### config.mk
export PLATFORM = sky130hd
export DESIGN_NAME = fetch_pipeline_controller_flat
export DESIGN_NICKNAME = d
export VERILOG_FILES = /design/src/rtl/fetch_pipeline_controller_pkg.sv /design/src/rtl/fetch_pipeline_controller_if.sv /design/src/rtl/fetch_pipeline_controller_load_use_detect.sv /design/src/rtl/fetch_pipeline_controller.sv /design/src/flat_wrapper.sv
export SDC_FILE = /design/constraint.sdc
export NUM_CORES = 1
export LEC_CHECK = 0
export CAP_MARGIN = 20
export CELL_PAD_IN_SITES_DETAIL_PLACEMENT = 1
export CELL_PAD_IN_SITES_GLOBAL_PLACEMENT = 1
export CORE_MARGIN = 2
export CORE_UTILIZATION = 30
export CTS_BUF_LIST = sky130_fd_sc_hd__clkbuf_16
export CTS_CLUSTER_DIAMETER = 100
export DETAILED_ROUTE_END_ITERATION = 7
export HOLD_SLACK_MARGIN = 0.1
export PLACE_DENSITY_LB_ADDON = 0.2
export SYNTH_ARGS = -nofsm -noshare
export SYNTH_HDL_FRONTEND = slang
export SYNTH_HIERARCHICAL = 1
export SYNTH_SLANG_ARGS = --single-unit
### constraint.sdc
create_clock -name Clk -period 2.9 [get_ports Clk]
set_input_delay 0.435 -clock Clk [delete_from_list [all_inputs] [get_ports Clk]]
set_output_delay 0.435 -clock Clk [all_outputs]
set_load 0.01 [all_outputs]
### src/rtl/fetch_pipeline_controller_pkg.sv
// +----------------------------------------------------------------------------+
// | Module      : fetch_pipeline_controller_pkg                                |
// | Description : Shared state encodings and flush-vector layout for the fetch |
// |               pipeline controller.                                         |
// | Revision    : 1.0                                                          |
// +----------------------------------------------------------------------------+
`default_nettype none

package fetch_pipeline_controller_pkg;

    typedef enum logic [1:0] {
        ST_RUN   = 2'd0,
        ST_STALL = 2'd1,
        ST_HALT  = 2'd2
    } state_e;

    localparam logic [4:0] c_REG_ZERO = 5'd0;

    localparam int c_FLUSH_W     = 3;
    localparam int c_FLUSH_IFID  = 0;
    localparam int c_FLUSH_IDEX  = 1;
    localparam int c_FLUSH_EXMEM = 2;

    localparam logic [c_FLUSH_W-1:0] c_FLUSH_NONE   = 3'b000;
    localparam logic [c_FLUSH_W-1:0] c_FLUSH_ALL    = 3'b111;
    localparam logic [c_FLUSH_W-1:0] c_FLUSH_BUBBLE = 3'(1 << c_FLUSH_IDEX);

endpackage

`default_nettype wire

### src/rtl/fetch_pipeline_controller_if.sv
// +----------------------------------------------------------------------------+
// | Module      : fetch_pipeline_controller_if                                 |
// | Description : Hazard inputs and PC / pipeline-register controls exchanged  |
// |               between the controller (master) and the datapath (slave).    |
// | Revision    : 1.0                                                          |
// +----------------------------------------------------------------------------+
`default_nettype none

interface fetch_pipeline_controller_if #(
    parameter int ADDR_W = 32,
    parameter int CNT_W  = 32
);
    logic              BranchResult;
    logic [ADDR_W-1:0] BranchTarget;
    logic              IDEX_MemRead;
    logic [4:0]        IDEX_Rt;
    logic [4:0]        IFID_Rs;
    logic [4:0]        IFID_Rt;
    logic              IFID_UsesRt;
    logic              Halt;
    logic              Resume;

    logic              PCWrite;
    logic              PCSrc;
    logic [ADDR_W-1:0] PCTarget;
    logic              IFIDWrite;
    logic              IFIDFlush;
    logic              IDEXFlush;
    logic              EXMEMFlush;
    logic              Halted;
    logic [CNT_W-1:0]  StallCount;
    logic [CNT_W-1:0]  RedirectCount;

    modport master (
        input  BranchResult, BranchTarget, IDEX_MemRead, IDEX_Rt,
               IFID_Rs, IFID_Rt, IFID_UsesRt, Halt, Resume,
        output PCWrite, PCSrc, PCTarget, IFIDWrite, IFIDFlush, IDEXFlush,
               EXMEMFlush, Halted, StallCount, RedirectCount
    );

    modport slave (
        output BranchResult, BranchTarget, IDEX_MemRead, IDEX_Rt,
               IFID_Rs, IFID_Rt, IFID_UsesRt, Halt, Resume,
        input  PCWrite, PCSrc, PCTarget, IFIDWrite, IFIDFlush, IDEXFlush,
               EXMEMFlush, Halted, StallCount, RedirectCount
    );
endinterface

`default_nettype wire

### src/rtl/fetch_pipeline_controller_load_use_detect.sv
// +----------------------------------------------------------------------------+
// | Module      : load_use_detect                                              |
// | Description : Flags a load in ID/EX whose destination is read by the       |
// |               instruction currently in IF/ID.                              |
// | Revision    : 1.0                                                          |
// +----------------------------------------------------------------------------+
`default_nettype none

module load_use_detect
    import fetch_pipeline_controller_pkg::*;
(
    input  wire logic       i_idex_mem_read,
    input  wire logic [4:0] i_idex_rt,
    input  wire logic [4:0] i_ifid_rs,
    input  wire logic [4:0] i_ifid_rt,
    input  wire logic       i_ifid_uses_rt,
    output logic            o_hazard
);
    logic w_rs_match;
    logic w_rt_match;

    always_comb begin
        w_rs_match = (i_idex_rt == i_ifid_rs);
        w_rt_match = i_ifid_uses_rt && (i_idex_rt == i_ifid_rt);
        // Register zero is hard-wired, so a load targeting it never creates a dependency.
        o_hazard   = i_idex_mem_read && (i_idex_rt != c_REG_ZERO) && (w_rs_match || w_rt_match);
    end
endmodule

`default_nettype wire

### src/rtl/fetch_pipeline_controller.sv
// +----------------------------------------------------------------------------+
// | Module      : fetch_pipeline_controller                                    |
// | Description : Drives PC load/select and pipeline flushes; resolves         |
// |               load-use stalls, branch redirects and halt/resume.           |
// | Revision    : 1.0                                                          |
// +----------------------------------------------------------------------------+
`default_nettype none

module fetch_pipeline_controller
    import fetch_pipeline_controller_pkg::*;
#(
    parameter int ADDR_W       = 32,
    parameter int STALL_CYCLES = 1,
    parameter int CNT_W        = 32
) (
    input  wire logic                   Clk,
    input  wire logic                   Rst,
    fetch_pipeline_controller_if.master bus
);
    localparam logic [3:0] c_STALL_RELOAD = 4'(STALL_CYCLES - 1);

    state_e             state_q,       state_d;
    logic [3:0]         stall_left_q,  stall_left_d;
    logic [CNT_W-1:0]   stall_cnt_q,   stall_cnt_d;
    logic [CNT_W-1:0]   redir_cnt_q,   redir_cnt_d;

    logic               w_hazard;
    logic               w_pc_write;
    logic               w_pc_src;
    logic [ADDR_W-1:0]  w_pc_target;
    logic               w_ifid_write;
    logic [c_FLUSH_W-1:0] w_flush;
    logic [CNT_W-1:0]   w_stall_inc;
    logic [CNT_W-1:0]   w_redir_inc;

    load_use_detect u_load_use_detect (
        .i_idex_mem_read (bus.IDEX_MemRead),
        .i_idex_rt       (bus.IDEX_Rt),
        .i_ifid_rs       (bus.IFID_Rs),
        .i_ifid_rt       (bus.IFID_Rt),
        .i_ifid_uses_rt  (bus.IFID_UsesRt),
        .o_hazard        (w_hazard)
    );

    always_comb begin
        w_stall_inc = (stall_cnt_q == {CNT_W{1'b1}}) ? stall_cnt_q : stall_cnt_q + CNT_W'(1);
        w_redir_inc = (redir_cnt_q == {CNT_W{1'b1}}) ? redir_cnt_q : redir_cnt_q + CNT_W'(1);
    end

    always_comb begin
        state_d      = state_q;
        stall_left_d = stall_left_q;
        stall_cnt_d  = stall_cnt_q;
        redir_cnt_d  = redir_cnt_q;
        w_pc_write   = 1'b0;
        w_pc_src     = 1'b0;
        w_pc_target  = {ADDR_W{1'b0}};
        w_ifid_write = 1'b0;
        w_flush      = c_FLUSH_NONE;

        if (!Rst) begin
            w_flush = c_FLUSH_ALL;
        end else if (bus.BranchResult) begin
            w_pc_src     = 1'b1;
            w_pc_target  = bus.BranchTarget;
            w_pc_write   = 1'b1;
            w_flush      = c_FLUSH_ALL;
            redir_cnt_d  = w_redir_inc;
            state_d      = ST_RUN;
            stall_left_d = 4'd0;
        end else begin
            unique case (state_q)
                ST_RUN: begin
                    if (bus.Halt) begin
                        // Fetch freezes in the same cycle the halt request is seen.
                        w_flush = c_FLUSH_BUBBLE;
                        state_d = ST_HALT;
                    end else if (w_hazard) begin
                        w_flush     = c_FLUSH_BUBBLE;
                        stall_cnt_d = w_stall_inc;
                        if (STALL_CYCLES > 1) begin
                            state_d      = ST_STALL;
                            stall_left_d = c_STALL_RELOAD;
                        end
                    end else begin
                        w_pc_write   = 1'b1;
                        w_ifid_write = 1'b1;
                    end
                end
                ST_STALL: begin
                    w_flush = c_FLUSH_BUBBLE;
                    if (bus.Halt) begin
                        state_d      = ST_HALT;
                        stall_left_d = 4'd0;
                    end else begin
                        stall_cnt_d  = w_stall_inc;
                        stall_left_d = stall_left_q - 4'd1;
                        if (stall_left_q == 4'd1) begin
                            state_d = ST_RUN;
                        end
                    end
                end
                ST_HALT: begin
                    w_flush = c_FLUSH_BUBBLE;
                    if (bus.Resume || !bus.Halt) begin
                        state_d = ST_RUN;
                    end
                end
                default: begin
                    state_d      = ST_RUN;
                    stall_left_d = 4'd0;
                end
            endcase
        end
    end

    always_ff @(posedge Clk) begin
        if (!Rst) begin
            state_q      <= ST_RUN;
            stall_left_q <= 4'd0;
            stall_cnt_q  <= {CNT_W{1'b0}};
            redir_cnt_q  <= {CNT_W{1'b0}};
        end else begin
            state_q      <= state_d;
            stall_left_q <= stall_left_d;
            stall_cnt_q  <= stall_cnt_d;
            redir_cnt_q  <= redir_cnt_d;
        end
    end

    always_comb begin
        bus.PCWrite       = w_pc_write;
        bus.PCSrc         = w_pc_src;
        bus.PCTarget      = w_pc_target;
        bus.IFIDWrite     = w_ifid_write;
        bus.IFIDFlush     = w_flush[c_FLUSH_IFID];
        bus.IDEXFlush     = w_flush[c_FLUSH_IDEX];
        bus.EXMEMFlush    = w_flush[c_FLUSH_EXMEM];
        bus.Halted        = Rst && (state_q == ST_HALT);
        bus.StallCount    = stall_cnt_q;
        bus.RedirectCount = redir_cnt_q;
    end
endmodule

`default_nettype wire

### src/flat_wrapper.sv
// flat-port wrapper written by rule: the top's interface ports become plain ports
module fetch_pipeline_controller_flat import fetch_pipeline_controller_pkg::*;
#(
    parameter int ADDR_W       = 32,
    parameter int STALL_CYCLES = 1,
    parameter int CNT_W        = 32
)
  (Clk, Rst, bus_BranchResult, bus_BranchTarget, bus_IDEX_MemRead, bus_IDEX_Rt, bus_IFID_Rs, bus_IFID_Rt, bus_IFID_UsesRt, bus_Halt, bus_Resume, bus_PCWrite, bus_PCSrc, bus_PCTarget, bus_IFIDWrite, bus_IFIDFlush, bus_IDEXFlush, bus_EXMEMFlush, bus_Halted, bus_StallCount, bus_RedirectCount);
  fetch_pipeline_controller_if #(.ADDR_W(ADDR_W), .CNT_W(CNT_W)) bus_i ();
  input  wire logic Clk;
  input  wire logic Rst;
  input wire logic [$bits(bus_i.BranchResult)-1:0] bus_BranchResult;
  input wire logic [$bits(bus_i.BranchTarget)-1:0] bus_BranchTarget;
  input wire logic [$bits(bus_i.IDEX_MemRead)-1:0] bus_IDEX_MemRead;
  input wire logic [$bits(bus_i.IDEX_Rt)-1:0] bus_IDEX_Rt;
  input wire logic [$bits(bus_i.IFID_Rs)-1:0] bus_IFID_Rs;
  input wire logic [$bits(bus_i.IFID_Rt)-1:0] bus_IFID_Rt;
  input wire logic [$bits(bus_i.IFID_UsesRt)-1:0] bus_IFID_UsesRt;
  input wire logic [$bits(bus_i.Halt)-1:0] bus_Halt;
  input wire logic [$bits(bus_i.Resume)-1:0] bus_Resume;
  output wire logic [$bits(bus_i.PCWrite)-1:0] bus_PCWrite;
  output wire logic [$bits(bus_i.PCSrc)-1:0] bus_PCSrc;
  output wire logic [$bits(bus_i.PCTarget)-1:0] bus_PCTarget;
  output wire logic [$bits(bus_i.IFIDWrite)-1:0] bus_IFIDWrite;
  output wire logic [$bits(bus_i.IFIDFlush)-1:0] bus_IFIDFlush;
  output wire logic [$bits(bus_i.IDEXFlush)-1:0] bus_IDEXFlush;
  output wire logic [$bits(bus_i.EXMEMFlush)-1:0] bus_EXMEMFlush;
  output wire logic [$bits(bus_i.Halted)-1:0] bus_Halted;
  output wire logic [$bits(bus_i.StallCount)-1:0] bus_StallCount;
  output wire logic [$bits(bus_i.RedirectCount)-1:0] bus_RedirectCount;
  assign bus_i.BranchResult = bus_BranchResult;
  assign bus_i.BranchTarget = bus_BranchTarget;
  assign bus_i.IDEX_MemRead = bus_IDEX_MemRead;
  assign bus_i.IDEX_Rt = bus_IDEX_Rt;
  assign bus_i.IFID_Rs = bus_IFID_Rs;
  assign bus_i.IFID_Rt = bus_IFID_Rt;
  assign bus_i.IFID_UsesRt = bus_IFID_UsesRt;
  assign bus_i.Halt = bus_Halt;
  assign bus_i.Resume = bus_Resume;
  assign bus_PCWrite = bus_i.PCWrite;
  assign bus_PCSrc = bus_i.PCSrc;
  assign bus_PCTarget = bus_i.PCTarget;
  assign bus_IFIDWrite = bus_i.IFIDWrite;
  assign bus_IFIDFlush = bus_i.IFIDFlush;
  assign bus_IDEXFlush = bus_i.IDEXFlush;
  assign bus_EXMEMFlush = bus_i.EXMEMFlush;
  assign bus_Halted = bus_i.Halted;
  assign bus_StallCount = bus_i.StallCount;
  assign bus_RedirectCount = bus_i.RedirectCount;
  fetch_pipeline_controller #(.ADDR_W(ADDR_W), .STALL_CYCLES(STALL_CYCLES), .CNT_W(CNT_W)) u_core (.Clk(Clk), .Rst(Rst), .bus(bus_i));
endmodule
; Word level (Yosys, flattened, before mapping)
; Cells that the tools add are included.
[word_totals]
register_bits = 70
latchBits = 0
ram_bits = 0
romBits = 0
input_bits = 54
out_inout_bits = 103
elab_cells = 67
n_memories = 0
[op_classes]
addsub = 3
n_mul = 0
div = 0
order_cmp = 0
n_eq_ne = 13
shift = 0
mux = 28
bitwise = 3
reduce_logical = 16
[op_table]
columns = operator, n
row1 = 32-bit 2-to-1 mux, 6
row2 = "32-bit by 1-bit adder with 32-bit output, second input constant", 2
row3 = "32-bit == test, second input constant", 2
row4 = 32-bit case mux with 2 select lines, 1
row5 = 5-bit == test, 2
row6 = 2-bit 2-to-1 mux, 5
row7 = 1-bit 2-to-1 mux, 9
row8 = 3-bit 2-to-1 mux, 3
row9 = "2-bit != test, second input constant", 4
row10 = 4-bit case mux with 2 select lines, 1
row11 = 2-bit case mux with 3 select lines, 1
row12 = 3-bit case mux with 2 select lines, 1
row13 = 2-bit OR reduction, 3
row14 = 5-bit AND reduction, 1
row15 = 5-bit nonzero test, 1
row16 = "4-bit by 1-bit == test with 1-bit output, second input constant", 1
row17 = 1-bit logical AND, 4
row18 = 4-bit 2-to-1 mux, 1
row19 = "4-bit by 1-bit subtractor with 4-bit output, second input constant", 1
row20 = "3-bit by 2-bit != test with 1-bit output, second input constant", 1
row21 = 1-bit inverter, 3
row22 = 3-bit AND reduction, 1
row23 = "2-bit by 1-bit == test with 1-bit output, second input constant", 1
row24 = "2-bit == test, second input constant", 1
row25 = other kinds (6), 7

; Depth between registers and ports, before layout
; Gate-level depths: netlist of the first run.
[logic_depth]
word_depth = 9
mapped_depth = 9
mapped_depth_nobuf = 9

; Hierarchy
; Netlist of the first run, hierarchy kept.
[by_module_without_submodules]
columns = mod, instances, cells_each, area_per_inst_um2
row1 = fetch_pipeline_controller, 1, 444, 3577.2
row2 = load_use_detect, 1, 17, 132.6

; Least setup slack after synthesis of the first run
; Ideal clock, no wire load.
[synth_path]
kind = input port to flip-flop
startpoint = in bus_IDEX_Rt[3]
endpoint = reg u_core.stall_cnt_q[13] (netlist: u_core/bus.StallCount[13])
setup_ns = 0.074
t_arrival_ns = 2.627
setup_slack_ns = 0.198
stages = 9
n_path_buf = 0
cell_sequence = xor2_1 > nor4_2 > nand3_1 > a21oi_1 > nor4b_4 > nand2_1 > a31oi_1 > or4b_2 > o21ai_0
[synth_between]
elab_chain_cells = 6
word_cells_on_any_way = 9
[synth_rtl]
columns = item, line_no
row1 = start: declaration, flat_wrapper.sv:15  ; input wire logic [$bits(bus_i.IDEX_Rt)-1:0] bus_IDEX_Rt;
row2 = 5-bit == test, fetch_pipeline_controller_load_use_detect.sv:24  ; w_rt_match = i_ifid_uses_rt && (i_idex_rt == i_ifid_rt);
row3 = 1-bit logical AND, fetch_pipeline_controller_load_use_detect.sv:24
row4 = 1-bit logical OR, fetch_pipeline_controller_load_use_detect.sv:26  ; o_hazard = i_idex_mem_read && (i_idex_rt != c_REG_ZERO) && (w_rs_match || w_rt_match);
row5 = 1-bit logical AND (*), fetch_pipeline_controller_load_use_detect.sv:26
row6 = named net u_core.w_hazard, fetch_pipeline_controller.sv:27  ; logic w_hazard;
row7 = 2-bit != test (no source line) (*), --
row8 = 5-bit AND reduction (no source line) (*), --
row9 = end signal: assignment, fetch_pipeline_controller.sv:121  ; stall_cnt_q <= {CNT_W{1'b0}};
row10 = end signal: assignment, fetch_pipeline_controller.sv:126  ; stall_cnt_q <= stall_cnt_d;
row11 = end: declaration, fetch_pipeline_controller.sv:24  ; logic [CNT_W-1:0] stall_cnt_q, stall_cnt_d;
; Mark *: on every way through the listed nets, which the timed path passes. The rest lies on a longest branch.
; A chain may end at the register's enable or synchronous reset.

; Worst setup path in the final report of the first run
[layout_path]
startpoint = in bus_IDEX_Rt[3]
endpoint = out bus_IFIDWrite
[layout_between]
elab_chain_cells = 9
word_cells_on_any_way = 12
[layout_rtl]
columns = item, line_no
row1 = 5-bit == test, fetch_pipeline_controller_load_use_detect.sv:24
row2 = 1-bit logical AND, fetch_pipeline_controller_load_use_detect.sv:24
row3 = 1-bit logical OR, fetch_pipeline_controller_load_use_detect.sv:26
row4 = 1-bit logical AND (*), fetch_pipeline_controller_load_use_detect.sv:26
row5 = named net u_core.w_hazard, fetch_pipeline_controller.sv:27
row6 = 1-bit 2-to-1 mux (*), fetch_pipeline_controller.sv:78  ; end else if (w_hazard) begin
row7 = 1-bit 2-to-1 mux (*), fetch_pipeline_controller.sv:74  ; if (bus.Halt) begin
row8 = 1-bit 2-to-1 mux (*), fetch_pipeline_controller.sv:72  ; unique case (state_q)
row9 = 1-bit 2-to-1 mux (*), fetch_pipeline_controller.sv:63  ; end else if (bus.BranchResult) begin
row10 = 1-bit 2-to-1 mux (*), fetch_pipeline_controller.sv:61  ; if (!Rst) begin
row11 = end: declaration, flat_wrapper.sv:24  ; output wire logic [$bits(bus_i.IFIDWrite)-1:0] bus_IFIDWrite;
; Marks and branches as above.

==> impl_summary.txt, run 1 <==
----------------------------------------------------
[Pwr]
  Part of the total power dissipated in the clock network ... a little under half
  Sw Share ... 22.84%
  Internal Pwr Total ... 1681 uW
  Static power due to leakage ... 0.002099 uW
  Power density cells ... roughly 370 nW/um2
  Switching Power ... 497.6 uW
  Max IR drop VDD ... 244.4 uV
  Combinational share of power ... 10.6%
  Flop pwr share ... 41.4%

[Worst setup path]
  Highest cell delay on the worst timing path ... 0.44 ns
  Setup crit end kind ... output pin
  Required time worst endpoint ... 2.47 ns
  Arrival time of the worst setup path ... about 2.4 ns
  Buffers plus inverters on the worst setup path ... 4
  CP most frequent cell ... sky130_fd_sc_hd__buf_4
  Cell with the biggest individual delay on the critical path ... sky130_fd_sc_hd__clkdlybuf4s50_1
  CP top delay family ... buffers and inverters
  Category of the critical setup timing path ... input port to output pin
  Critical path, cell by cell ... clkdlybuf4s50_1, buf_4, or4_1, o21ai_2, a21oi_2, nor3_2, nor2b_2, buf_4, dlygate4sd2_1
  Highest net fanout along the worst path ... 2
  Type of origin of the critical path ... input port

[Route]
  Detailed Routing Iterations Pass 1 ... 4
  Remaining DRCs ... 0
  Final ANT Viol Nets ... 0
  Wirelength, routed ... 13.88 mm
  Via density ... around 5.2
  Vias ... roughly 4,300
  Routed wire length per instance ... 17.09 um
  First-iteration detailed-routing DRC count ... 145

[Cells and area]
  Final antenna diode count ... 0
  Number of fillers in the final layout ... 1,448
  Number of nets in the finished design ... 695
  Post-synthesis to final-layout area growth ... 60.78%
  Layout cells sized above 1 ... 10.87%
  Multi-input gate area in the final layout ... 2311 um2
  Register area ... 1301 um2
  Number of cells in the finished layout apart from fillers ... between 800 and 900

[Timing]
  Shortest period the worst path allows ... 2.795 ns
  Final-report max-slew violation count ... 0
  Unrepaired setup endpoints after global routing ... no
  Max Freq ... 357.8 MHz
  Final setup TNS ... 0 ns
  Final hold violations ... 0
  Slew @ Worst Pin ... 0.7894 ns
  Final worst path period share ... 96.38%
  Max Clock Skew ... 0.008012 ns
  Rel. slew slack ... 47.05%
  Number of setup violations in the final report ... 0
  Hold Slack ... 0.5010 ns

[Global routing]
  Number of global-route vias before repair ... 4,477
  Maximum number of pins on one net before global-route repair ... between 50 and 60
  Antenna violations before repair ... 0
  Remaining global-route overflow ... 0
  First-pass GRT wire length ... approximately 23 mm
  Overall track demand over capacity in global routing ... between 20 and 25%

[Status]
  Outcome ... complete, no violations

[Floorplanning]
  Die area ... 13,270 um2
  Horizontal extent of the die ... 115.2 um
  Core Footprint ... between 10,000 and 15,000 um2
  Chip Height ... between 100 and 150 um
  Rows ... 40
  Count of pins on the block boundary ... between 150 and 200
  Starting Density ... 30.76%

[Run]
  Max cap viols ... 0

[Yosys]
  Gate count after technology mapping ... 461
  Number of nets in the synthesized netlist ... 517
  Cell Area, Synth ... 3710 um2
  Cell taking the most area after synthesis ... sky130_fd_sc_hd__dfxtp_1
  Sequential area share after synthesis ... 35.08%
  Proportion of netlist area held by the largest area contributor ... 35.08%
  Share of synthesized registers carrying an async set or reset ... 0%
  Number of warnings reported in the yosys synthesis log ... 6
  Distinct cell type count after synthesis ... 52
  Number of enable flip-flop cells after synthesis ... 0
  Number of synthesized register bits ... 65
  Synth area leaders ... sky130_fd_sc_hd__dfxtp_1 (35%), sky130_fd_sc_hd__and3_1 (6.9%), sky130_fd_sc_hd__xnor2_1 (5.0%)
  Top cell types by occurrence after synthesis ... sky130_fd_sc_hd__dfxtp_1 (65), sky130_fd_sc_hd__and3_1 (41), sky130_fd_sc_hd__a21oi_1 (33), sky130_fd_sc_hd__nand2_1 (33), sky130_fd_sc_hd__nor2_1 (31)
  Top_reg_cell synth ... sky130_fd_sc_hd__dfxtp_1
  Post-synthesis average cell area ... 8.047 um2
  Most used standard cell by instance count after synthesis ... sky130_fd_sc_hd__dfxtp_1

[CTS]
  Hold bufs inserted after CTS ... 0
  Clk Latency, worst-skew pair ... 0.33 ns
  Clock slew seen by the registers of the worst setup and hold paths ... 0.05 ns
  Total clock sinks ... 65
  Clock buffer count from CTS ... 9
  Clock tree from TritonCTS ... yes
  Longest Clk Path Bufs ... 2
  Root buffer selected by CTS ... sky130_fd_sc_hd__clkbuf_16
  Maximum level of the CTS H-tree ... 3

[Hold path]
  Class of the worst hold path ... flip-flop to flip-flop

[Placement]
  Final GP Congestion ... 0.8543
  HPWL after detailed placement ... 10.32 mm
  Count of input and output buffers ... 156
  Instance count after placement with tap cells included ... 793

----------------------------------------------------
-- area by class of cell --
cell class | instances | share of cell area, %
well taps | 168 | 3.524
flip-flops and latches | 65 | 21.82
multi-input cells | 363 | 38.75
clock buffers | 9 | 3.776
clock inverters | 7 | 0.9230
inverters | 8 | 0.5035
repair buffers | 192 | 30.71
-- cell families after synthesis --
family | after synthesis | share of synthesized area (%)
AOI/OAI and AO/OA | 90 | 15.01
DFF | 65 | 35.08
xor gates and xnor gates | 33 | 7.791
adders and majority gates | 2 | 0.6744
buffers and inverters | 33 | 3.811
muxes | 5 | 1.349
and+or+nand+nor | 233 | 36.29
-- power groups by stage --
| stage | combinational [uW] | sequential (uW) | clock (uW) |
|---|---|---|---|
| 6_report | 230 | 902 | 1050 |
| 5_1_grt | 248 | 902 | 1110 |
| 4_1_cts | 231 | 902 | 1070 |
| 3_5_place_dp | 230 | 921 | 0 |
| 3_3_place_gp | 224 | 921 | 0 |
| 2_1_floorplan | 77.8 | 922 | 0 |
-- layout by cell type, fill, tap and decap left out, types with 3 or more instances in the layout --
| cell type | instances |
|---|---|
| sky130_fd_sc_hd__mux2i_1 | 5 |
| sky130_fd_sc_hd__a211oi_1 | 4 |
| sky130_fd_sc_hd__nor2_1 | 31 |
| sky130_fd_sc_hd__nor4_1 | 9 |
| sky130_fd_sc_hd__and3_1 | 41 |
| sky130_fd_sc_hd__nand3_1 | 28 |
| sky130_fd_sc_hd__nand4_1 | 16 |
| sky130_fd_sc_hd__clkdlybuf4s50_1 | 150 |
| sky130_fd_sc_hd__or3_1 | 20 |
| sky130_fd_sc_hd__nor3_1 | 5 |
| sky130_fd_sc_hd__dlygate4sd2_1 | 4 |
| sky130_fd_sc_hd__and2_1 | 8 |
| sky130_fd_sc_hd__dfxtp_1 | 65 |
| sky130_fd_sc_hd__o21a_1 | 3 |
| sky130_fd_sc_hd__buf_4 | 36 |
| sky130_fd_sc_hd__a31oi_1 | 3 |
| sky130_fd_sc_hd__o31ai_1 | 6 |
| sky130_fd_sc_hd__xnor2_1 | 21 |
| sky130_fd_sc_hd__o2111ai_1 | 3 |
| sky130_fd_sc_hd__o21ai_0 | 23 |
| sky130_fd_sc_hd__inv_1 | 10 |
| sky130_fd_sc_hd__a21oi_1 | 30 |
| sky130_fd_sc_hd__nand2b_1 | 5 |
| sky130_fd_sc_hd__a21oi_2 | 3 |
| sky130_fd_sc_hd__and4_1 | 11 |
| sky130_fd_sc_hd__or4_1 | 8 |
| sky130_fd_sc_hd__xor2_1 | 12 |
| sky130_fd_sc_hd__clkbuf_16 | 9 |
| sky130_fd_sc_hd__nand2_1 | 32 |
-- metrics by stage --
| stage | worst slack, ns | cell area, um2 | util [%] | total power [uW] |
|---|---|---|---|---|
| after global routing | 0.002649 | 5964 | 49.45 | 2263 |
| after global placement | -0.3084 | 5618 | 46.58 | 1145 |
| after CTS | 0.005550 | 5919 | 49.08 | 2207 |
| final | 0.1050 | 5964 | 49.45 | 2179 |
| after floorplan | 0.1985 | 3710 | - | 999.5 |
| after detailed placement | -0.3907 | 5618 | 46.58 | 1151 |
-- worst register-to-register path: cells and delay by family (launching register included) --
kind | cells | cell delay [ns]
buffers and inverters | 1 | 0.24
flip-flops | 1 | 0.40
AND/OR/NAND/NOR | 3 | 0.76
adder cells (fa/ha/maj) | 1 | 0.22
AO/OA/AOI/OAI | 2 | 0.84
-- registers in the layout (all words and copies together) (netlist names) --
| name | count |
|---|---|
| u_core/bus.StallCount | 32 |
| u_core/bus.RedirectCount | 32 |
| u_core/state_q | 1 |
-- layer usage --
metal  share of wire [%]  track usage (%)  vias to the layer above  wire length (um)
met5                   0                0                        -                 0
met4                 1.9            6.586                        0               258
met3                 3.0            3.532                       20               415
met2                  51            38.27                       83              7105
met1                  44            26.54                     2082              6100
li1                    -                -                     2072                 -
-- repair_timing --
item	in CTS	in global routing
buffers inserted	2	1
gates cloned	0	0
setup endpoints to repair	9	12
pin swaps	1	5
resized for setup	7	10
-- final timing paths --
kind                                                                 from                                        end  slack, ns  depth (start not counted)
worst max register to register      u_core/bus.StallCount[1]$_SDFFE_PN0P_      u_core/bus.StallCount[8]$_SDFFE_PN0P_       0.33                          7
worst min-delay path            u_core/bus.RedirectCount[19]$_SDFFE_PN0P_  u_core/bus.RedirectCount[19]$_SDFFE_PN0P_       0.50                          2
worst min register to register  u_core/bus.RedirectCount[19]$_SDFFE_PN0P_  u_core/bus.RedirectCount[19]$_SDFFE_PN0P_       0.50                          2
worst max-delay path                                       bus_IDEX_Rt[3]                              bus_IFIDWrite       0.11                          9
Power figures use the tool's default switching activity.
==> inputs of run 2 (changes only) <==
- MAX_ROUTING_LAYER: default -> met4
- SYNTH_HIERARCHICAL: 1 -> default
==> run 2 against run 1 <==
The run now ends with DRC left. Clock skew decreased by 0.0011 ns. Sequential share of layout area up 1.1 points. Core utilization is 0.13 points lower. Routed wire length shrank 13%. Flip-flop and latch count did not move. Clock-buffer cell count is the same. Largest cell class unchanged. Synthesized cell count down 6.1%. Maximum frequency down 1.5%.
==> impl_summary.txt, run 2 <==
----------------------------------------------------
[Status]
  Outcome ... finished with violations
  Failing checks ... DRC

[Worst setup path]
  Arrival time of the worst setup path ... 2.40 ns (+0.04 ns)
  Required time worst endpoint ... 2.47 ns (about the same)
  Highest cell delay on the worst timing path ... 0.55 ns (+0.11 ns)
  Category of the critical setup timing path ... input port to output pin
  Setup crit end kind ... output pin
  Highest net fanout along the worst path ... 2 (unchanged)
  Cell with the biggest individual delay on the critical path ... sky130_fd_sc_hd__or4_4
  Type of origin of the critical path ... input port
  Critical path, cell by cell ... clkdlybuf4s50_1, or4_4, o21a_1, a211oi_2, buf_4, and2_4, dlygate4sd2_1

[Yosys]
  Post-synthesis average cell area ... 8.250 um2 (+2.5%)
  Number of warnings reported in the yosys synthesis log ... 0 (-6)
  Distinct cell type count after synthesis ... 44 (-15%)
  Number of enable flip-flop cells after synthesis ... 0 (unchanged)
  Share of synthesized registers carrying an async set or reset ... 0% (unchanged)
  Cell Area, Synth ... 3572 um2 (-3.7%)
  Synth area leaders ... sky130_fd_sc_hd__dfxtp_1 (36%), sky130_fd_sc_hd__and3_1 (7.9%), sky130_fd_sc_hd__xor2_1 (7.6%)
  Proportion of netlist area held by the largest area contributor ... 36.43% (+1.4 points)
  Most used standard cell by instance count after synthesis ... sky130_fd_sc_hd__dfxtp_1
  Sequential area share after synthesis ... 36.43% (+1.4 points)
  Number of nets in the synthesized netlist ... 489 (-5.4%)
  Gate count after technology mapping ... 433 (-6.1%)
  Cell taking the most area after synthesis ... sky130_fd_sc_hd__dfxtp_1
  Top cell types by occurrence after synthesis ... sky130_fd_sc_hd__dfxtp_1 (65), sky130_fd_sc_hd__nor2_1 (47), sky130_fd_sc_hd__and3_1 (45)
  Top_reg_cell synth ... sky130_fd_sc_hd__dfxtp_1
  Number of synthesized register bits ... 65 (unchanged)

[Pwr]
  Part of the total power dissipated in the clock network ... 50.5% (+2.5 points)
  Power density cells ... 407.4 nW/um2 (+12%)
  Combinational share of power ... 10.6% (about the same)
  Switching Power ... 522.1 uW (+4.9%)
  Internal Pwr Total ... 1792 uW (+6.6%)
  Max IR drop VDD ... 234.1 uV (-4.2%)
  Sw Share ... 22.57% (-0.27 points)
  Flop pwr share ... 39.0% (-2.4 points)
  Static power due to leakage ... 0.002184 uW (+4.1%)
  Total power of the final layout ... 2314 uW (+6.2%)

[Cells and area]
  Layout cells sized above 1 ... 9.136% (-1.7 points)
  Commonest cells after routing, fill and taps aside ... sky130_fd_sc_hd__clkdlybuf4s50_1 (152), sky130_fd_sc_hd__dfxtp_1 (65), sky130_fd_sc_hd__nor2_1 (47)
  Post-synthesis to final-layout area growth ... 58.98%
  Commonest non-fill, non-tap cell in the layout ... sky130_fd_sc_hd__clkdlybuf4s50_1
  Final antenna diode count ... 0 (unchanged)
  Final design utilization ... 49.32% (-0.13 points)
  Number of nets in the finished design ... 653 (-6.0%)
  Number of cells in the finished layout apart from fillers ... 745 (-8.3%)

[Route]
  Vias ... 3,820 (-10%)
  Remaining DRCs ... 7 (+7)
  Routed wire length per instance ... 16.24 um (-5.0%)
  Via density ... 5.128 (-2.2%)
  Detailed Routing Iterations Pass 1 ... 7 (+3)
  Wirelength, routed ... 12.10 mm (-13%)
  First-iteration detailed-routing DRC count ... 148 (+2.1%)
  Final ANT Viol Nets ... 0 (unchanged)

[CTS]
  Longest Clk Path Bufs ... 2 (unchanged)
  Clk Latency, worst-skew pair ... 0.33 ns (about the same)
  Maximum level of the CTS H-tree ... 3 (unchanged)
  Clock slew seen by the registers of the worst setup and hold paths ... 0.06 ns (about the same)
  Total clock sinks ... 65 (unchanged)
  Root buffer selected by CTS ... sky130_fd_sc_hd__clkbuf_16
  Clock buffer count from CTS ... 9 (unchanged)
  Clock tree from TritonCTS ... yes

[Timing]
  Rel. slew slack ... 58.33% (+11 points)
  Final hold violations ... 0 (unchanged)
  Max Clock Skew ... 0.006869 ns (-0.001143 ns)
  Slew @ Worst Pin ... 0.6214 ns (-0.1681 ns)
  Final worst path period share ... 97.84% (+1.5 points)
  Max Freq ... 352.4 MHz (-1.5%)
  Final setup TNS ... 0 ns (unchanged)
  Shortest period the worst path allows ... 2.837 ns (+0.04251 ns)
  Hold Slack ... 0.4927 ns (-0.008283 ns)
  Number of setup violations in the final report ... 0 (unchanged)
  Final-report max-slew violation count ... 0 (unchanged)

[Run]
  Max cap viols ... 0 (unchanged)

[Floorplanning]
  Chip Height ... 113.1 um (-1.8%)
  Horizontal extent of the die ... 113.1 um (-1.8%)
  Core Footprint ... 11,520 um2 (-4.5%)
  Starting Density ... 31.02% (+0.26 points)
  Die area ... 12,800 um2 (-3.6%)
  Count of pins on the block boundary ... 157 (unchanged)
  Rows ... 39 (-2.5%)

[Placement]
  Instance count after placement with tap cells included ... 728 (-8.2%)
  Final GP Congestion ... 0.7506 (-12%)
  HPWL after detailed placement ... 9.163 mm (-11%)
  Count of input and output buffers ... 156 (unchanged)

[Global routing]
  First-pass GRT wire length ... 20.02 mm (-12%)
  Antenna violations before repair ... 0 (unchanged)
  Number of global-route vias before repair ... 4,008 (-10%)
  Maximum number of pins on one net before global-route repair ... 40 (-22%)
  Remaining global-route overflow ... 0 (unchanged)
  Overall track demand over capacity in global routing ... 20.05% (-1.4 points)

[Hold path]
  Class of the worst hold path ... flip-flop to flip-flop

----------------------------------------------------
==> run 2: changes by cell type in the layout (fill, tap and decap cells not counted), sizes merged, moves of 7 or more <==
| cell | delta |
|---|---|
| a21oi | -22 |
| xor2 | +19 |
| buf | -17 |
| nor2 | +16 |
| or3 | -13 |
| o21ai | -12 |
| nand4 | +11 |
| nand2 | +8 |
| o31ai | -8 |
| and4 | -7 |
| or4 | -7 |
==> run 2: repair_timing <==
item / 4_1_cts / 5_1_grt
buffers inserted: 0 / 1
hold buffers: 0 / 0
pin swaps: 0 / 2
resized for setup: 4 / 5
setup endpoints to repair: 3 / 3
==> run 2: final cells by class <==
| class | count | area (um2) |
|---|---|---|
| clock inverter | 7 | 93.84 |
| multi-input combinational | 342 | 2176 |
| tap | 143 | 178.9 |
| inverter | 5 | 18.77 |
| clock buffer | 9 | 225.2 |
| fill | 1350 | 5837 |
| sequential | 65 | 1301 |
| timing repair buffer | 174 | 1685 |
==> run 2: power by group through the flow <==
stage	Clock, uW	Combinational [uW]	Sequential, uW
2_1_floorplan	0	88.3	921
3_3_place_gp	0	241	922
3_5_place_dp	0	245	922
4_1_cts	1200	245	902
5_1_grt	1250	265	902
6_report	1170	244	902
==> run 2: critical path, delay by kind of cell <==
| family | cells | cell delay, ns |
|---|---|---|
| compound gates | 2 | 0.43 |
| buf+inv | 3 | 0.84 |
| simple gates | 2 | 0.69 |
==> run 2: logic make-up after synthesis <==
kind of cell	after synthesis	share of synthesized area, %
xor+xnor	49	12.01
fa+ha+maj	2	0.7004
compound gates	38	7.426
simple gates	244	37.93
flops	65	36.43
mux	9	2.522
buf+inv	26	2.977
==> run 2: final timing paths <==
kind                                          start  cells past startpoint  slack [ns]                                endpoint
max reg2reg  u_core.bus.StallCount[16]$_SDFFE_PN0P_                      6        0.72  u_core.bus.StallCount[15]$_SDFFE_PN0P_
min          u_core.bus.StallCount[11]$_SDFFE_PN0P_                      2        0.49  u_core.bus.StallCount[11]$_SDFFE_PN0P_
max                                  bus_IDEX_Rt[2]                      7        0.06                           bus_IFIDWrite
min reg2reg  u_core.bus.StallCount[11]$_SDFFE_PN0P_                      2        0.49  u_core.bus.StallCount[11]$_SDFFE_PN0P_
==> run 2: metrics by stage <==
| step | instance area, um2 | worst slack, ns |
|---|---|---|
| after floorplan | 3572 | 0.7399 |
| after global routing | 5679 | -0.01402 |
| final | 5679 | 0.06253 |
| after global placement | 5348 | -0.2515 |
| after detailed placement | 5348 | -0.2479 |
| after CTS | 5667 | 0.002618 |
==> run 2: metal layers <==
metal | vias to the layer above | track usage (%) | wire [um]
met5 | - | - | 0
met4 | 0 | 6.341 | 123
met3 | 9 | 4.660 | 798
met2 | 129 | 32.34 | 5773
met1 | 1815 | 24.91 | 5401
li1 | 1867 | - | -
==> inputs of run 3 (changes only) <==
- MAX_ROUTING_LAYER: met4 -> default
- clock period: 2.9 -> 2.7 ns (I/O delays scaled with it)
==> run 3 against run 2 <==
The flow still finishes with violations (DRC). Clock skew fell by 0.00094 ns. Critical path depth rose by 1. Core utilization fell by 0.13 points. Sequential power rose by 7.4%. Clock power fell by 9%. Die area did not move. Global-route usage fell by 1.0 points. Flip-flop and latch count did not move.
==> impl_summary.txt, run 3 (synthesis gave the netlist of run 2 again) <==
----------------------------------------------------
[Worst setup path]
  Highest cell delay on the worst timing path ... 0.43 ns (-0.12 ns)
  Arrival time of the worst setup path ... 2.23 ns (-0.17 ns)
  Required time worst endpoint ... 2.30 ns (-0.17 ns)
  Reg-to-reg startpoint ... u_core.bus.StallCount[0]$_SDFFE_PN0P_
  Setup crit end kind ... output pin
  Slack of the worst reg-to-reg path ... 0.50 ns (-0.22 ns)
  End of the critical path ... bus_IDEXFlush
  Cell with the biggest individual delay on the critical path ... sky130_fd_sc_hd__or4_4
  Category of the critical setup timing path ... input port to output pin
  Worst R2R Path Depth ... 6 (unchanged)
  Start point of the critical path ... bus_IDEX_Rt[1]
  Type of origin of the critical path ... input port
  Highest net fanout along the worst path ... 2 (unchanged)
  Worst reg2reg path endpoint ... u_core.bus.StallCount[28]$_SDFFE_PN0P_
  Critical path, cell by cell ... clkdlybuf4s50_1, or4_4, o21a_1, a211oi_2, buf_4, and2_4, inv_1, clkdlybuf4s15_2

[Placement]
  DP Area ... 5390 um2 (+0.80%)
  Placement Setup Slack ... -0.4039 ns (-0.1560 ns)
  Final GP Congestion ... 0.7544 (+0.51%)
  Count of input and output buffers ... 156 (unchanged)
  HPWL after detailed placement ... 9.219 mm (+0.61%)
  Instance count after placement with tap cells included ... 732 (+0.55%)

[Timing]
  Final hold violations ... 0 (unchanged)
  Final-report max-slew violation count ... 0 (unchanged)
  Shortest period the worst path allows ... 2.631 ns
  Hold Slack ... 0.4924 ns (-0.0002680 ns)
  Post-route worst setup slack ... 0.06929 ns (+0.006764 ns)
  Max Freq ... 380.1 MHz
  Max Clock Skew ... 0.005925 ns (-0.0009439 ns)
  Rel. slew slack ... 56.82% (-1.5 points)
  Slew @ Worst Pin ... 0.6438 ns (+0.02248 ns)
  Final worst path period share ... 97.43%
  Unrepaired setup endpoints after global routing ... no
  Number of setup violations in the final report ... 0 (unchanged)

[Status]
  Failing checks ... DRC
  Outcome ... finished with violations

[Route]
  Highest layer used for signal routing ... met4
  Final ANT Viol Nets ... 0 (unchanged)
  Detailed-route wire length on metal 1 ... 5.307 mm (-1.7%)
  Met3 wirelength from detailed routing ... 947 um (+19%)
  Met2 routed wirelength ... 5.710 mm (-1.1%)
  Wirelength, routed ... 12.08 mm (-0.14%)
  Remaining DRCs ... 7 (unchanged)
  Via density ... 5.086 (-0.82%)
  Vias ... 3,804 (-0.42%)
  First-iteration detailed-routing DRC count ... 154 (+4.1%)
  Detailed Routing Iterations Pass 1 ... 6 (-1)
  Routed wire length per instance ... 16.15 um (-0.54%)

[CTS]
  Clock tree from TritonCTS ... yes
  Maximum level of the CTS H-tree ... 3 (unchanged)
  Root buffer selected by CTS ... sky130_fd_sc_hd__clkbuf_16
  Clock buffer count from CTS ... 9 (unchanged)
  Clk Latency, worst-skew pair ... 0.33 ns (about the same)
  Longest Clk Path Bufs ... 2 (unchanged)
  Total setup buffers inserted after CTS ... 0 (unchanged)
  Total clock sinks ... 65 (unchanged)
  Hold bufs inserted after CTS ... 0 (unchanged)
  Clock slew seen by the registers of the worst setup and hold paths ... 0.06 ns (about the same)

[Global routing]
  Antenna violations before repair ... 0 (unchanged)
  Remaining global-route overflow ... 0 (unchanged)
  First-pass GRT wire length ... 19.73 mm (-1.4%)
  Maximum number of pins on one net before global-route repair ... 40 (unchanged)
  Number of global-route vias before repair ... 3,993 (-0.37%)
  Overall track demand over capacity in global routing ... 19.03% (-1.0 points)

[Cells and area]
  Number of nets in the finished design ... 656 (+0.46%)
  Layout cells sized above 1 ... 9.917% (+0.78 points)
  Commonest cells after routing, fill and taps aside ... sky130_fd_sc_hd__clkdlybuf4s50_1 (149), sky130_fd_sc_hd__dfxtp_1 (65), sky130_fd_sc_hd__nor2_1 (47)
  Number of fillers in the final layout ... 1,362 (+0.89%)
  Number of cells in the finished layout apart from fillers ... 748 (+0.40%)
  Post-synthesis to final-layout area growth ... 58.56%
  Final antenna diode count ... 0 (unchanged)
  Post-route cell area ... 5664 um2 (-0.26%)
  Commonest non-fill, non-tap cell in the layout ... sky130_fd_sc_hd__clkdlybuf4s50_1

[Run]
  Max cap viols ... 0 (unchanged)

[Floorplanning]
  Chip Height ... 113.1 um (unchanged)
  Count of pins on the block boundary ... 157 (unchanged)
  Starting Density ... 31.02% (unchanged)
  Rows ... 39 (unchanged)
  Horizontal extent of the die ... 113.1 um (unchanged)
  Die area ... 12,800 um2 (unchanged)
  Core Footprint ... 11,520 um2 (unchanged)

[Pwr]
  Power density cells ... 405.9 nW/um2 (-0.36%)
  Static power due to leakage ... 0.002189 uW (+0.22%)
  Max IR drop VDD ... 264.2 uV (+13%)

[Hold path]
  Class of the worst hold path ... flip-flop to flip-flop

----------------------------------------------------
==> run 3: per-stage QoR <==
step / setup TNS (ns) / total power [uW] / utilization (%)
after floorplan: 0 / 1084 / -
after global placement: -1.141 / 1255 / 46.81
after detailed placement: -1.161 / 1261 / 46.81
after CTS: 0 / 2330 / 49.25
after global routing: 0 / 2401 / 49.19
final: 0 / 2299 / 49.19
==> run 3: worst min path at each step <==
stage,startpoint,endpoint,slack (ns),cells after the start
finish,u_core.bus.StallCount[11]$_SDFFE_PN0P_,u_core.bus.StallCount[11]$_SDFFE_PN0P_,0.49,2
global route,u_core.bus.StallCount[11]$_SDFFE_PN0P_,u_core.bus.StallCount[11]$_SDFFE_PN0P_,0.52,2
CTS,u_core.bus.StallCount[11]$_SDFFE_PN0P_,u_core.bus.StallCount[11]$_SDFFE_PN0P_,0.50,2
detailed placement,u_core.bus.StallCount[11]$_SDFFE_PN0P_,u_core.bus.StallCount[11]$_SDFFE_PN0P_,0.49,2
global placement,u_core.bus.StallCount[15]$_SDFFE_PN0P_,u_core.bus.StallCount[15]$_SDFFE_PN0P_,0.48,2
floorplan,u_core.state_q[1]$_SDFFE_PP0P_,u_core.state_q[1]$_SDFFE_PP0P_,0.47,1
==> run 3: what timing repair did <==
| action | CTS | global route |
|---|---|---|
| pin swaps | 3 | 2 |
| resized for setup | 12 | 3 |
| endpoints found under the setup margin | 3 | 3 |
==> run 3: power by group <==
group / total [uW] / internal, uW / switching (uW) / leakage, uW
Combinational: 267 / 157 / 110 / 0.00154
Sequential: 969 / 963 / 5.58 / 0.000524
Clock: 1060 / 618 / 445 / 0.000129
Total: 2300 / 1740 / 561 / 0.00219
==> run 3: critical path: cells and delay by family <==
kind | cells | cell delay (ns)
AO/OA/AOI/OAI | 2 | 0.42
buffers and inverters | 4 | 0.82
AND/OR/NAND/NOR | 2 | 0.57
==> run 3: cell type report <==
cell class                      instances  area [um2]  area share [%]
Tap cell                              143       178.9           3.159
Clock inverter                          7       46.29          0.8173
Clock buffer                            9       225.2           3.976
Inverter                                5       18.77          0.3313
Multi-Input combinational cell        342        2176           38.41
Timing Repair Buffer                  177        1718           30.33
Sequential cell                        65        1301           22.97
==> run 3: per-layer routing <==
metal | up-vias | GRT usage [%]
met5 | - | 0
met4 | 0 | 5.041
met3 | 11 | 6.535
met2 | 123 | 32.50
met1 | 1801 | 22.87
li1 | 1869 | -
